<file path="src/rtl/dilithium_pkg.sv">
// Shared Dilithium datapath definitions.
//   Q, N           : modulus and coefficients per polynomial
//   SHAKE*_RATE    : squeeze block widths in bits
//   COEF_W         : width of a coefficient reduced mod Q
//   sampler_state_e: rejection sampler FSM encoding
package dilithium_pkg;

  localparam int unsigned COEF_W        = 23;
  localparam logic [COEF_W-1:0] Q       = 23'd8380417;
  localparam int unsigned N             = 256;
  localparam int unsigned SHAKE256_RATE = 1088;
  localparam int unsigned SHAKE128_RATE = 1344;

  typedef enum logic [1:0] {
    ST_IDLE     = 2'd0,
    ST_WAIT_BLK = 2'd1,
    ST_SCAN     = 2'd2,
    ST_DONE     = 2'd3
  } sampler_state_e;

endpackage

</file>
<file path="src/rtl/eta_nibble_map.sv">
// Combinational eta mapping of one 4-bit squeeze nibble.
//   t_i      : nibble under test
//   accept_o : nibble lies inside the acceptance range for ETA
//   coef_o   : eta - f(t) represented in [0, Q-1]
// ETA=2 accepts t<15 with coef 2-(t mod 5); ETA=4 accepts t<9 with coef 4-t.
// Any ETA other than 2 takes the ETA=4 mapping.
module eta_nibble_map
  import dilithium_pkg::*;
#(
  parameter int unsigned ETA = 2
) (
  input  logic [3:0]        t_i,
  output logic              accept_o,
  output logic [COEF_W-1:0] coef_o
);

  logic [3:0] rem;
  logic [3:0] mag;
  logic       neg;

  always_comb begin
    accept_o = 1'b0;
    rem      = '0;
    mag      = '0;
    neg      = 1'b0;
    if (ETA == 2) begin
      accept_o = (t_i < 4'd15);
      rem      = t_i % 4'd5;
      if (rem <= 4'd2) begin
        mag = 4'd2 - rem;
      end else begin
        neg = 1'b1;
        mag = rem - 4'd2;
      end
    end else begin
      accept_o = (t_i < 4'd9);
      if (t_i <= 4'd4) begin
        mag = 4'd4 - t_i;
      end else begin
        neg = 1'b1;
        mag = t_i - 4'd4;
      end
    end
    // Negative values wrap to Q - |coef| so the output is always in [0, Q-1].
    coef_o = neg ? (Q - COEF_W'(mag)) : COEF_W'(mag);
  end

endmodule

</file>
<file path="src/rtl/rej_eta_sampler.sv">
// Eta rejection sampler (Dilithium ExpandS) fed by SHAKE256 squeeze blocks.
// Scans each latched block nibble by nibble (low nibble of a byte first),
// streams N accepted coefficients mod Q and asks for more blocks as needed.
//   clk, reset        : clock, asynchronous active-low reset
//   start             : level request to sample one polynomial
//   blk_in/blk_valid  : squeeze block input; blk_ready while waiting for one
//   coef_out/valid    : coefficient stream, coef_ready is downstream accept
//   busy, done        : in WAIT_BLK/SCAN; polynomial complete
// Optional macro REJ_ETA_STATS_EN adds rej_cnt (rejected nibbles) and
// blk_cnt (blocks latched), saturating and cleared when a run starts.
module rej_eta_sampler
  import dilithium_pkg::*;
#(
  parameter int unsigned RATE = SHAKE256_RATE,
  parameter int unsigned ETA  = 2
) (
  input  logic              clk,
  input  logic              reset,
  input  logic              start,
  input  logic [RATE-1:0]   blk_in,
  input  logic              blk_valid,
  output logic              blk_ready,
  output logic [COEF_W-1:0] coef_out,
  output logic              coef_valid,
  input  logic              coef_ready,
  output logic              busy,
`ifdef REJ_ETA_STATS_EN
  output logic [15:0]       rej_cnt,
  output logic [7:0]        blk_cnt,
`endif
  output logic              done
);

  localparam int unsigned NIBBLES = 2 * RATE / 8;
  localparam int unsigned NIB_W   = $clog2(NIBBLES + 1);
  localparam int unsigned CNT_W   = $clog2(N);

  sampler_state_e    state_q, state_d;
  logic [RATE-1:0]   blk_reg_q, blk_reg_d;
  logic [NIB_W-1:0]  nib_ptr_q, nib_ptr_d;
  logic [CNT_W-1:0]  coef_cnt_q, coef_cnt_d;
  logic              done_q, done_d;

  logic [3:0]        nib;
  logic              accept;
  logic [COEF_W-1:0] map_coef;
  logic              in_scan;
  logic              hs;
  logic              adv;

  assign nib = blk_reg_q[{nib_ptr_q, 2'b00} +: 4];

  eta_nibble_map #(.ETA(ETA)) u_map (
    .t_i      (nib),
    .accept_o (accept),
    .coef_o   (map_coef)
  );

  assign in_scan = (state_q == ST_SCAN);
  assign hs      = in_scan & accept & coef_ready;
  assign adv     = in_scan & (~accept | coef_ready);

  always_comb begin
    state_d    = state_q;
    blk_reg_d  = blk_reg_q;
    nib_ptr_d  = nib_ptr_q;
    coef_cnt_d = coef_cnt_q;
    case (state_q)
      ST_IDLE: begin
        if (start) begin
          state_d    = ST_WAIT_BLK;
          coef_cnt_d = '0;
        end
      end
      ST_WAIT_BLK: begin
        if (blk_valid) begin
          blk_reg_d = blk_in;
          nib_ptr_d = '0;
          state_d   = ST_SCAN;
        end
      end
      ST_SCAN: begin
        if (adv) begin
          nib_ptr_d = nib_ptr_q + 1'b1;
          if (hs) coef_cnt_d = coef_cnt_q + 1'b1;
          // Completing the polynomial wins over running out of nibbles.
          if (hs && (coef_cnt_q == CNT_W'(N - 1))) begin
            state_d = ST_DONE;
          end else if (nib_ptr_q == NIB_W'(NIBBLES - 1)) begin
            state_d = ST_WAIT_BLK;
          end
        end
      end
      ST_DONE: begin
        if (!start) state_d = ST_IDLE;
      end
      default: state_d = ST_IDLE;
    endcase
    done_d = (state_d == ST_DONE);
  end

  always_ff @(posedge clk or negedge reset) begin
    if (!reset) begin
      state_q    <= ST_IDLE;
      blk_reg_q  <= '0;
      nib_ptr_q  <= '0;
      coef_cnt_q <= '0;
      done_q     <= 1'b0;
    end else begin
      state_q    <= state_d;
      blk_reg_q  <= blk_reg_d;
      nib_ptr_q  <= nib_ptr_d;
      coef_cnt_q <= coef_cnt_d;
      done_q     <= done_d;
    end
  end

  assign blk_ready  = (state_q == ST_WAIT_BLK);
  assign coef_valid = in_scan & accept;
  assign coef_out   = coef_valid ? map_coef : '0;
  assign busy       = (state_q == ST_WAIT_BLK) | in_scan;
  assign done       = done_q;

`ifdef REJ_ETA_STATS_EN
  logic [15:0] rej_cnt_q, rej_cnt_d;
  logic [7:0]  blk_cnt_q, blk_cnt_d;

  always_comb begin
    rej_cnt_d = rej_cnt_q;
    blk_cnt_d = blk_cnt_q;
    if ((state_q == ST_IDLE) && start) begin
      rej_cnt_d = '0;
      blk_cnt_d = '0;
    end else begin
      if (in_scan && !accept && (rej_cnt_q != '1)) rej_cnt_d = rej_cnt_q + 16'd1;
      if (blk_ready && blk_valid && (blk_cnt_q != '1)) blk_cnt_d = blk_cnt_q + 8'd1;
    end
  end

  always_ff @(posedge clk or negedge reset) begin
    if (!reset) begin
      rej_cnt_q <= '0;
      blk_cnt_q <= '0;
    end else begin
      rej_cnt_q <= rej_cnt_d;
      blk_cnt_q <= blk_cnt_d;
    end
  end

  assign rej_cnt = rej_cnt_q;
  assign blk_cnt = blk_cnt_q;
`endif

endmodule

</file>
<file path="config.mk">
export PLATFORM = sky130hd
export DESIGN_NAME = rej_eta_sampler
export DESIGN_NICKNAME = d
export VERILOG_FILES = /design/src/rtl/dilithium_pkg.sv /design/src/rtl/eta_nibble_map.sv /design/src/rtl/rej_eta_sampler.sv
export SDC_FILE = /design/constraint.sdc
export NUM_CORES = 2
export LEC_CHECK = 0
export ABC_AREA = 1
export CORE_AREA = 2 2 443 445
export CTS_BUF_LIST = sky130_fd_sc_hd__clkbuf_8
export DETAILED_ROUTE_END_ITERATION = 7
export DIE_AREA = 0 0 445 447
export GPL_ROUTABILITY_DRIVEN = 1
export PLACE_DENSITY_LB_ADDON = 0.25
export SYNTH_ARGS = -nofsm -noshare
export SYNTH_HDL_FRONTEND = slang
export SYNTH_SLANG_ARGS = --single-unit
</file>
<file path="constraint.sdc">
create_clock -name clk -period 8.4 [get_ports clk]
set_input_delay 2.1 -clock clk [delete_from_list [all_inputs] [get_ports clk]]
set_output_delay 2.1 -clock clk [all_outputs]
set_load 0.05 [all_outputs]
</file>
==> impl_metrics.ini <==
[setup_path]
cpPeakStageDelay_ps = 480
setup.worst_path.class = reg -> out
cp_slowest_cell = dfrtp_4
setup.worst_path.end_class = output pin
worstReg2RegStart = nib_ptr_q[0]$_DFFE_PN0P_
cp_data_required_time_ps = 6300
cp_max_fo = 32
r2r_slack_ps = 4100
crit_path_start = nib_ptr_q[0]$_DFFE_PN0P_
cpMostUsedCell = nand2_1
cp-start-kind = flip-flop
arrival_ps = 6010

[synth]
synth_nets = 7711
ys_ff_latch = 1108
synth_compound_area_share_pct = 7.68
synthXorXnorAreaFrac_pct = 0
muxShareOfSynthArea_pct = 10.4
synth_top_area_share_pct = 50.9
ys_warn_count = 0
synth_top_cell_by_area = dfrtp_1
synth_common_cells = nand2_1, nor2_1, dfrtp_1
syn_area_per_cell_um2 = 8.25
synth_cell_types = 41
synth_edf_count = 0
syn_area_um2 = 54500
yosysMostFrequentCell = nand2_1
synth_fa_ha_area_share_pct = 0.276
async_flop_share_pct = 100
synth_cells = 6606
seq_area_frac_synth_pct = 50.9
synth_top_family_by_area = simple AND/OR/NAND/NOR gates
yosys.area_share.simple_pct = 22.1
ys.flop_type = dfrtp_1
synth.area.top_cells = dfrtp_1, mux2_2, nand2_1

[power_and_ir_drop]
pwr-share-comb_pct = 43.8
p_leak_nw = 34.6
ir_worst_vdd_mv = 0.236
seq_power_share_pct = 34.9
pwr-share-clk_pct = 21.3
p_switching_mw = 10.2
internal-power_mw = 15.3
power_density_nw_per_um2 = 344
p_sw_share_pct = 40.1

[final_layout]
fin_area_um2 = 74400
nNetsFinal = 8778
fin_cells = 10442
area_growth_syn_to_layout_pct = 36.4
drive_gt1_share_pct = 14.5
multiInputGateArea_um2 = 22500
seq_area_um2 = 27700
num-fill-cells = 19958

[global_routing]
grt_pass1_vias = 48752
grt_start_max_net_pins = 212
grt_pass1_wl_mm = 338
grtUsageTotal_pct = 23.3
antenna_found_initial = 91
grt_overflow = 0

[placement]
place_area_um2 = 68400
dp_hpwl_mm = 171
dpl_worst_slack_ps = 340
place_inst = 9954
port_buffers = 1119
gp_congestion = 0.896

[die]
die_w_um = 445
placementRows = 162
core_area_um2 = 194000
initial_utilization_pct = 28.1
die_h_um = 447
dieArea_um2 = 199000
pin_count = 1120

[sta]
period_share_pct = 96.5
finClkSkew_ps = 58.7
timing.fmax_mhz = 123
hold_violations = 0
slew_headroom_pct = 24.7
fin_crit_ps = 8110
slew_violations = 0
worst_pin_slew_ps = 1130
holdWs_ps = 498
fin_ws_ps = 291
setup_viol = 0
tns_ps = 0

[clock_tree]
htreeDepth = 4
tritoncts = yes
clock_latency_ps = 990
root_buffer = clkbuf_8
cts_made_buffers = 202
postCtsHoldBufs = 0
clock_sinks = 1108
clk_pin_slew_ps = 60
clk_path_buf_depth = 3

[min_path]
holdCritPathClass = reg -> reg
hp-start = blk_reg_q[1062]$_DFFE_PN0P_

[status]
status = complete, no violations

[flow_run]
max_cap_violations = 0

[routing]
drc = 0
first_iter_violations = 3810
wl_mm = 243
via_count = 49139
wire_per_inst_um = 23.3
first_pass_iters = 5
drtAntennaViolNets = 0
viasPerCell = 4.71
-- worst max-delay path, delay by kind of cell (launching register included) --
kind,cells,cell delay (ps)
AO/OA/AOI/OAI,1,200
adder cells (fa/ha/maj),4,870
buffers and inverters,9,1080
flip-flops,1,480
AND/OR/NAND/NOR,25,2340
-- final timing paths --
path                                                     to  cells after the start
worst min-delay path            blk_reg_q[1062]$_DFFE_PN0P_                      1
worst min register to register  blk_reg_q[1062]$_DFFE_PN0P_                      1
min in group asynchronous        blk_reg_q[102]$_DFFE_PN0P_                      1
worst max-delay path                            coef_out[9]                     39
worst max register to register     nib_ptr_q[1]$_DFFE_PN0P_                     27
max in group asynchronous        blk_reg_q[502]$_DFFE_PN0P_                      3
-- power groups by stage --
stage | sequential, mW | combinational (mW) | clock (mW)
after global placement | 8.97 | 10.3 | 0
after floorplan | 8.65 | 7.16 | 0
after global routing | 9.21 | 12.5 | 5.81
final | 8.94 | 11.2 | 5.45
after CTS | 8.94 | 10.9 | 5.57
after detailed placement | 9.04 | 10.5 | 0
-- area by class of cell --
cell class | instances | area share, %
clock buffer | 260 | 4.81
timing repair inverter | 5 | 0.0858
multi-input combinational | 4379 | 30.2
antenna | 61 | 0.205
inverter | 695 | 3.60
clock inverter | 110 | 0.927
sequential | 1108 | 37.3
timing repair buffer | 1282 | 18.6
tap | 2542 | 4.28
-- sequential cells by signal, indices dropped and copies added (netlist names) --
signal and count:
blk_reg_q 1088, coef_cnt_q 8, done 1, nib_ptr_q 9, state_q 2
-- stage by stage --
| stage | total power [mW] | utilization (%) |
|---|---|---|
| after detailed placement | 19.5 | 35.2 |
| after CTS | 25.4 | 37.8 |
| after global routing | 27.5 | 38.3 |
| after floorplan | 15.8 | - |
| final | 25.6 | 38.3 |
| after global placement | 19.3 | 35.2 |
-- kinds of logic after synthesis --
| group | after synthesis |
|---|---|
| simple gates | 3052 |
| buf+inv | 1119 |
| mux | 505 |
| flops | 1108 |
| fa+ha+maj | 12 |
| compound gates | 810 |
-- metal layers --
metal,global-route usage (%),up-vias,wire length [µm],share of wire [%]
met5,0,-,207,0.085
met4,11.8,34,10500,4.3
met3,4.04,416,12500,5.2
met2,37.0,1574,115000,47
met1,30.5,24111,105000,43
li1,-,23004,-,-
-- repair_timing --
action,4_1_cts,5_1_grt
pin swaps,5,16
buffers inserted,13,21
endpoints found under the setup margin,23,22
gates cloned,11,13
resized for setup,68,83
-- cell usage in the layout, fill, tap and decap left out, types with 6 or more instances in the layout --
cell and n:
buf_6 7, clkbuf_16 11, nor2_2 23, clkinvlp_4 6
nand3_2 25, o21ai_1 20, o21ai_0 142, o221ai_1 8
o211ai_1 10, inv_6 6, nand2_1 1298, clkinv_2 19
diode_2 61, o22ai_1 11, a21oi_1 599, buf_12 60
clkbuf_8 260, nor2_1 1265, inv_1 742, nand3_1 381
dfrtp_1 1105, ha_1 9, nand2_2 32, inv_2 15
buf_16 19, nor2_4 7, buf_4 82, clkdlybuf4s50_1 1095
mux2_2 505
Note: power is estimated with default switching activity, not from simulation.
